`src/rtl/ifetch_queue_pkg.sv`:
```
// Shared CPU types and constants for the fetch front end and decode.
package ifetch_queue_pkg;

   localparam int XLEN        = 32;
   localparam int INSTR_BYTES = 4;
   localparam logic [XLEN-1:0] NOP_INSTR = 32'h0000_0013;

   typedef struct packed {
      logic [XLEN-1:0] pc;
      logic [XLEN-1:0] instr;
   } fetch_entry_t;

   function automatic logic [XLEN-1:0] align_pc(input logic [XLEN-1:0] pc);
      return {pc[XLEN-1:2], 2'b00};
   endfunction

endpackage

```
`src/rtl/fifo_sync.sv`:
```
// Generic synchronous FIFO with flush; pop data is the registered head, visible the cycle after push.
// Backpressure: pop only on pop_vld && pop_rdy; the writer must respect count (no overflow guard).
module fifo_sync #(
   parameter int WIDTH = 64,
   parameter int DEPTH = 4
) (
   input  logic                     clk,
   input  logic                     rst,
   input  logic                     flush,
   input  logic                     push_vld,
   input  logic [WIDTH-1:0]         push_dat,
   input  logic                     pop_rdy,
   output logic                     pop_vld,
   output logic [WIDTH-1:0]         pop_dat,
   output logic [$clog2(DEPTH):0]   count
);

   localparam int AW = $clog2(DEPTH);

   logic [WIDTH-1:0] mem [DEPTH];
   logic [AW-1:0]    wr_ptr;
   logic [AW-1:0]    rd_ptr;
   logic             do_pop;

   assign pop_vld = (count != '0);
   assign do_pop  = pop_vld && pop_rdy;
   assign pop_dat = mem[rd_ptr];

   always_ff @(posedge clk) begin
      if (push_vld && !flush)
         mem[wr_ptr] <= push_dat;
   end

   // Pointers wrap naturally because DEPTH is a power of two.
   always_ff @(posedge clk or posedge rst) begin
      if (rst) begin
         wr_ptr <= '0;
         rd_ptr <= '0;
         count  <= '0;
      end else if (flush) begin
         wr_ptr <= '0;
         rd_ptr <= '0;
         count  <= '0;
      end else begin
         if (push_vld) wr_ptr <= wr_ptr + 1'b1;
         if (do_pop)   rd_ptr <= rd_ptr + 1'b1;
         case ({push_vld, do_pop})
            2'b10:   count <= count + 1'b1;
            2'b01:   count <= count - 1'b1;
            default: ;
         endcase
      end
   end

endmodule

```
`src/rtl/ifetch_queue.sv`:
```
// Sequential instruction fetch with credit-limited requests, in-order response queue and redirect flush.
// Decode sees a response the cycle after it returns; requests stall when inflight + queued reaches DEPTH.
module ifetch_queue
   import ifetch_queue_pkg::*;
#(
   parameter int              DEPTH    = 4,
   parameter logic [XLEN-1:0] RESET_PC = 32'h0000_0000
) (
   input  logic            clk,
   input  logic            rst,
   output logic            imem_req_valid,
   input  logic            imem_req_ready,
   output logic [XLEN-1:0] imem_req_addr,
   input  logic            imem_resp_valid,
   input  logic [XLEN-1:0] imem_resp_data,
   output logic            dec_valid,
   input  logic            dec_ready,
   output logic [XLEN-1:0] dec_pc,
   output logic [XLEN-1:0] dec_instr,
   input  logic            redirect_valid,
   input  logic [XLEN-1:0] redirect_pc
);

   localparam int            CW      = $clog2(DEPTH) + 1;
   localparam logic [CW-1:0] DEPTH_N = CW'(DEPTH);
   localparam logic [CW:0]   DEPTH_C = {1'b0, DEPTH_N};

   logic [XLEN-1:0] fpc;
   logic [XLEN-1:0] rpc;
   logic [CW-1:0]   inflight;
   logic [CW-1:0]   drop;
   logic [CW-1:0]   count;
   logic [CW:0]     credit_used;
   logic            req_fire;
   logic            resp_keep;
   fetch_entry_t    push_entry;
   fetch_entry_t    head;

   // Queue space is reserved at request time, so the queue can never overflow.
   assign credit_used    = {1'b0, inflight} + {1'b0, count};
   assign imem_req_valid = !rst && !redirect_valid && (credit_used < DEPTH_C);
   assign imem_req_addr  = fpc;
   assign req_fire       = imem_req_valid && imem_req_ready;
   assign resp_keep      = imem_resp_valid && (drop == '0) && !redirect_valid;

   assign push_entry = '{pc: rpc, instr: imem_resp_data};
   assign dec_pc     = head.pc;
   assign dec_instr  = head.instr;

   fifo_sync #(
      .WIDTH($bits(fetch_entry_t)),
      .DEPTH(DEPTH)
   ) u_fifo (
      .clk      (clk),
      .rst      (rst),
      .flush    (redirect_valid),
      .push_vld (resp_keep),
      .push_dat (push_entry),
      .pop_rdy  (dec_ready),
      .pop_vld  (dec_valid),
      .pop_dat  (head),
      .count    (count)
   );

   always_ff @(posedge clk or posedge rst) begin
      if (rst) begin
         fpc      <= RESET_PC;
         rpc      <= RESET_PC;
         inflight <= '0;
         drop     <= '0;
      end else begin
         case ({req_fire, imem_resp_valid})
            2'b10:   inflight <= inflight + 1'b1;
            2'b01:   inflight <= inflight - 1'b1;
            default: ;
         endcase
         if (redirect_valid) begin
            // A response landing this cycle is already discarded, so it is not owed a drop.
            fpc  <= align_pc(redirect_pc);
            rpc  <= align_pc(redirect_pc);
            drop <= imem_resp_valid ? inflight - 1'b1 : inflight;
         end else begin
            if (req_fire)
               fpc <= fpc + XLEN'(INSTR_BYTES);
            if (imem_resp_valid) begin
               if (drop != '0) drop <= drop - 1'b1;
               else            rpc  <= rpc + XLEN'(INSTR_BYTES);
            end
         end
      end
   end

   a_inflight_max: assert property (@(posedge clk) disable iff (rst) inflight <= DEPTH_N);
   a_drop_le_inflight: assert property (@(posedge clk) disable iff (rst) drop <= inflight);
   a_credit_max: assert property (@(posedge clk) disable iff (rst) credit_used <= DEPTH_C);

endmodule

```
`config.mk`:
```
export PLATFORM = sky130hd
export DESIGN_NAME = ifetch_queue
export DESIGN_NICKNAME = d
export VERILOG_FILES = /design/src/rtl/ifetch_queue_pkg.sv /design/src/rtl/fifo_sync.sv /design/src/rtl/ifetch_queue.sv
export SDC_FILE = /design/constraint.sdc
export NUM_CORES = 1
export LEC_CHECK = 0
export ABC_AREA = 1
export CAP_MARGIN = 10
export CELL_PAD_IN_SITES_DETAIL_PLACEMENT = 0
export CELL_PAD_IN_SITES_GLOBAL_PLACEMENT = 1
export CORE_MARGIN = 4
export CORE_UTILIZATION = 48
export DETAILED_ROUTE_END_ITERATION = 12
export HOLD_SLACK_MARGIN = 0.08
export PLACE_DENSITY = 0.94
export SLEW_MARGIN = 30
export SYNTH_ARGS = -nofsm -noshare
export SYNTH_HDL_FRONTEND = slang
export SYNTH_HIERARCHICAL = 1
export SYNTH_SLANG_ARGS = --single-unit
```
`constraint.sdc`:
```
create_clock -name clk -period 9.4 [get_ports clk]
set_input_delay 1.88 -clock clk [delete_from_list [all_inputs] [get_ports clk]]
set_output_delay 1.88 -clock clk [all_outputs]
set_load 0.01 [all_outputs]
```
* Yosys cells after proc, flatten, opt, wreduce, memory -nomap -nowiden *
Memory sizes are Yosys's and may differ from the RTL's.
Index checks and enable logic that the tools add are counted.

word-level totals
  bits in registers = 77
  bits in writable memories = 256
  output and inout port bits = 98
  memories = 1

memory list
  name        depth  bits a word  rd ports  clocked after memory_dff  wr ports  RTL line         text
  u_fifo.mem  4      64           1         0                         1         fifo_sync.sv:20  logic [WIDTH-1:0] mem [DEPTH];

cells by class
  add/subtract/negate cells = 10
  magnitude comparators = 1
  equal/unequal tests = 5
  muxes and demuxes = 18
  reduce and logical (&&, ||, !) cells = 21

operators with widths
  operator                                             count
  2-to-1 mux 32 bit                                    5
  adder 32 x 3 -> 32 bit, second input constant        2
  2-to-1 mux 3 bit                                     5
  one-hot mux 3 bit (2 select lines)                   2
  nonzero test 2 bit                                   6
  nonzero test 3 bit                                   3
  subtractor 3 x 1 -> 3 bit, second input constant     3
  2-to-1 mux 2 bit                                     4
  logical AND 1 bit                                    7
  adder 3 x 1 -> 3 bit, second input constant          2
  adder 2 x 1 -> 2 bit, second input constant          2
  adder 3 x 3 -> 4 bit                                 1
  equality test 2 x 1 -> 1 bit, second input constant  2
  equality test 2 bit, second input constant           2
  < comparator 4 x 3 -> 1 bit, second input constant   1
  AND reduction 2 bit                                  2
  zero test 3 bit                                      1
  zero test 1 bit                                      2
  2-to-1 mux 1 bit                                     2
  != test 2 bit, second input constant                 1

* Logic depth before layout (Yosys ltp) *
  depth in word-level cells = 6
  mapped depth = 15
  depth with buffers taken out = 14

* Modules after synthesis *
The synthesis kept the hierarchy.

by module, submodules not included
  module        times used  cells an instance  area each (um^2)  sequential area each (um^2)
  fifo_sync     1           683                10413.7           7862.5
  ifetch_queue  1           698                4626.9            1651.6

* Least setup slack after synthesis *
No wires, ideal clock.

  path type = in2reg
  from = input imem_resp_valid
  to = memory u_fifo.mem[0][0] (enable)
  setup time = 0.486 ns
  arrival = 5.307 ns
  path slack = 3.606 ns
  stages = 5
  path buffers = 1
  path through = nand3_1 -> nor2_1 -> buf_2 -> nand2_1 -> nor2_1

between the ends
  cells in the longest elaborated chain, start to end = 5

RTL lines
  what                                    RTL line            text
  from (decl)                             ifetch_queue.sv:14  input logic imem_resp_valid,
  logical AND 1 bit (2 in a row)          ifetch_queue.sv:44  assign resp_keep = imem_resp_valid && (drop == '0) && !redirect_valid;
  named net resp_keep                     ifetch_queue.sv:35  logic resp_keep;
  logical AND 1 bit                       fifo_sync.sv:30     if (push_vld && !flush)
  2-to-1 mux 1 bit                        fifo_sync.sv:30
  2-to-1 mux 1 bit (not written as such)  fifo_sync.sv:31     mem[wr_ptr] <= push_dat;
  to (decl)                               fifo_sync.sv:20

The timed path passes the listed nets, and every way through them passes these cells.

* Worst setup path in the final report *
  from = input redirect_valid
  to = output imem_req_valid

between the ends
  cells in the longest elaborated chain, start to end = 3

RTL lines
  what                            RTL line            text
  from (decl)                     ifetch_queue.sv:20  input logic redirect_valid,
  zero test 1 bit                 ifetch_queue.sv:41  assign imem_req_valid = !rst && !redirect_valid && (credit_used < DEPTH_C);
  logical AND 1 bit (2 in a row)  ifetch_queue.sv:41
  to (decl)                       ifetch_queue.sv:11  output logic imem_req_valid,

Every way passes these cells.

==> results.yml <==
hold_path:
  hold_path.class: "flop to flop"
  min_from: "u_fifo/wr_ptr[1]"
final_layout:
  drive_above_1_share: 0.0970
  final_common_cell: "nand2_1"
  syn_to_final_growth_pct: 20.2
  layout_common_cells: "nand2_1, edfxtp_1, nor2_1"
  antenna_cells: 0
  final_nets: 1627
detailed_routing:
  antenna_left: 0
  routedWlPerCell_um: 17.9
  num_vias: 10642
  firstDrtPassIters: 6
  vias_per_cell: 5.42
  wirelength_um: 35100
  drtIter0Drc: 808
  post-route-drc-count: 0
setup_path:
  crit_path_start_kind: "input port"
  cp-endpoint: "imem_req_valid"
  reg2reg_depth: 8
  r2r_start: "drop[0]"
  path_max_fanout: 46
  timing.rr.end: "u_fifo/mem[1][38]"
  crit_required_ps: 7520
  cp-startpoint: "redirect_valid"
  crit_path_end_kind: "output port"
  rrSetupSlack_ps: 6580
  crit_arrival_ps: 3450
  path_class: "input port to output port"
cts:
  cts_hold_buf: 0
  cts_buffers: 34
  clk_latency_ps: 500
  cts_resized: 0
  h-tree-depth: 2
  cts_sinks: 329
  cts.clk_slew.worst_paths_ps: 60
  cts_root_buffer: "clkbuf_16"
  cts_tree: "yes"
  cts.path.max_buffers: 3
  cts_setup_buffers: 0
sta:
  setup_violations: 0
  tightest_slew_ps: 960
  finalCritPeriodShare: 0.568
  fin_crit_ps: 5330
  clock_skew_ps: 10.2
  max_slew_margin: 0.360
  setup_tns_ps: 0
  fmax_mhz: 187
  grt_setup_unrepaired: "false"
  slew_violations: 0
  hold_viol: 0
  setup_slack_ps: 4070
yosys:
  ys_top_cells_by_area: "edfxtp_1, dfrtp_1, nand2_1"
  synthArstFlopShare: 0.222
  avgSynthCellArea_um2: 10.9
  synth_top_cell_area_share: 0.511
  ys_seq_elements: 329
  yosys.area.top_type: "edfxtp_1"
  yosysUniqueCellTypes: 45
  synthFlopType: "edfxtp_1"
  postSynthCellCount: 1381
  synth_area_um2: 15000
  yosys_warnings: 6
  seq_area_frac_synth: 0.633
  synth_edf_count: 256
die:
  chipHeight_um: 185
  dieArea_um2: 34200
  ios: 168
  die_x_um: 185
  start_util: 0.489
  rows: 64
  core-area_um2: 30700
placed_design:
  gp_congestion: 0.837
  dp_slack_ps: 4040
  numPortBuffers: 163
  hpwlAfterDp_um: 21600
power_and_ir_drop:
  ir_drop_mv: 0.120
  p_per_area_nw_per_um2: 210
  leakage_nw: 6.71
global_route:
  grt_max_degree: 109
  overflow: 0
  grt_pass1_vias: 10456
  grt_antenna_before_repair: 0
  track_usage: 0.202
  grt_pass1_wl_um: 54700
status:
  run_status: "complete, no violations"
job:
  max_cap_viol_count: 0
[power by group]
| part | internal (mW) | switching (mW) |
|---|---|---|
| sequential | 1.67 | 0.121 |
| clock | 0.781 | 0.542 |
| combinational | 0.298 | 0.381 |
[area by class of cell]
| type | instances | area [um^2] |
|---|---|---|
| repair buffers | 175 | 1760 |
| clock inverters | 15 | 179 |
| clock buffers | 45 | 923 |
| well taps | 396 | 495 |
| fillers | 2472 | 12700 |
| inverters | 102 | 388 |
| flip-flops and latches | 329 | 9520 |
| multi-input cells | 901 | 4810 |
[critical path, cell delays in order]
cell,delay [ps]
buf_2,390
or2_1,390
nor3_4,220
clkdlybuf4s50_1,570
[flip-flops by register name (all words and copies together) (netlist names)]
name and cells:
u_fifo/mem 256, imem_req_addr 30, u_fifo/wr_ptr 2, u_fifo/count 3, rpc 30, drop 3, inflight 3, u_fifo/rd_ptr 2
[logic make-up after synthesis]
group,share of synthesized area
and+or+nand+nor,0.172
DFF,0.633
AOI/OAI and AO/OA,0.112
buffers and inverters,0.0518
xor gates and xnor gates,0.0192
adders and majority gates,0.0121
other,0.000249
[cell usage after synthesis, types with 6 or more instances]
library cell	n
nand2_1	270
edfxtp_1	256
nor2_1	173
o21ai_0	137
inv_1	96
dfrtp_1	73
nand3_1	64
o22ai_1	34
nor2_4	30
o22ai_2	30
o21ai_1	24
clkbuf_1	22
xor2_1	22
buf_2	15
o211ai_1	15
ha_1	13
a21oi_1	11
nand4_1	11
xnor2_1	11
buf_6	9
nor3_1	7
buf_4	6
nor2_2	6
[per-layer routing]
layer  global-route usage  share of wire
met5                    0              0
met4               0.0534          0.021
met3               0.0318          0.072
met2                0.336           0.47
met1                0.278           0.43
[per-stage QoR]
stage | hold slack [ps] | std cells | cell area [um^2] | utilization | power (mW)
final | 536 | 1963 | 18100 | 0.588 | 3.79
after global routing | 554 | 1963 | 18100 | 0.588 | 3.97
after CTS | 535 | 1961 | 18000 | 0.586 | 3.82
after detailed placement | 520 | 1901 | 16900 | 0.550 | 2.50
after global placement | 516 | 1901 | 16900 | 0.550 | 2.47
after floorplan | 492 | 1390 | 15100 | - | 2.21
[worst min path at each step]
stage / slack, ps / to / cells past startpoint
floorplan: 490 / u_fifo/wr_ptr[1] / 2
global placement: 520 / u_fifo/wr_ptr[1] / 2
detailed placement: 520 / u_fifo/wr_ptr[1] / 2
CTS: 530 / u_fifo/wr_ptr[1] / 2
global route: 550 / u_fifo/wr_ptr[1] / 2
finish: 540 / u_fifo/wr_ptr[1] / 2
Power figures use the tool's default switching activity.
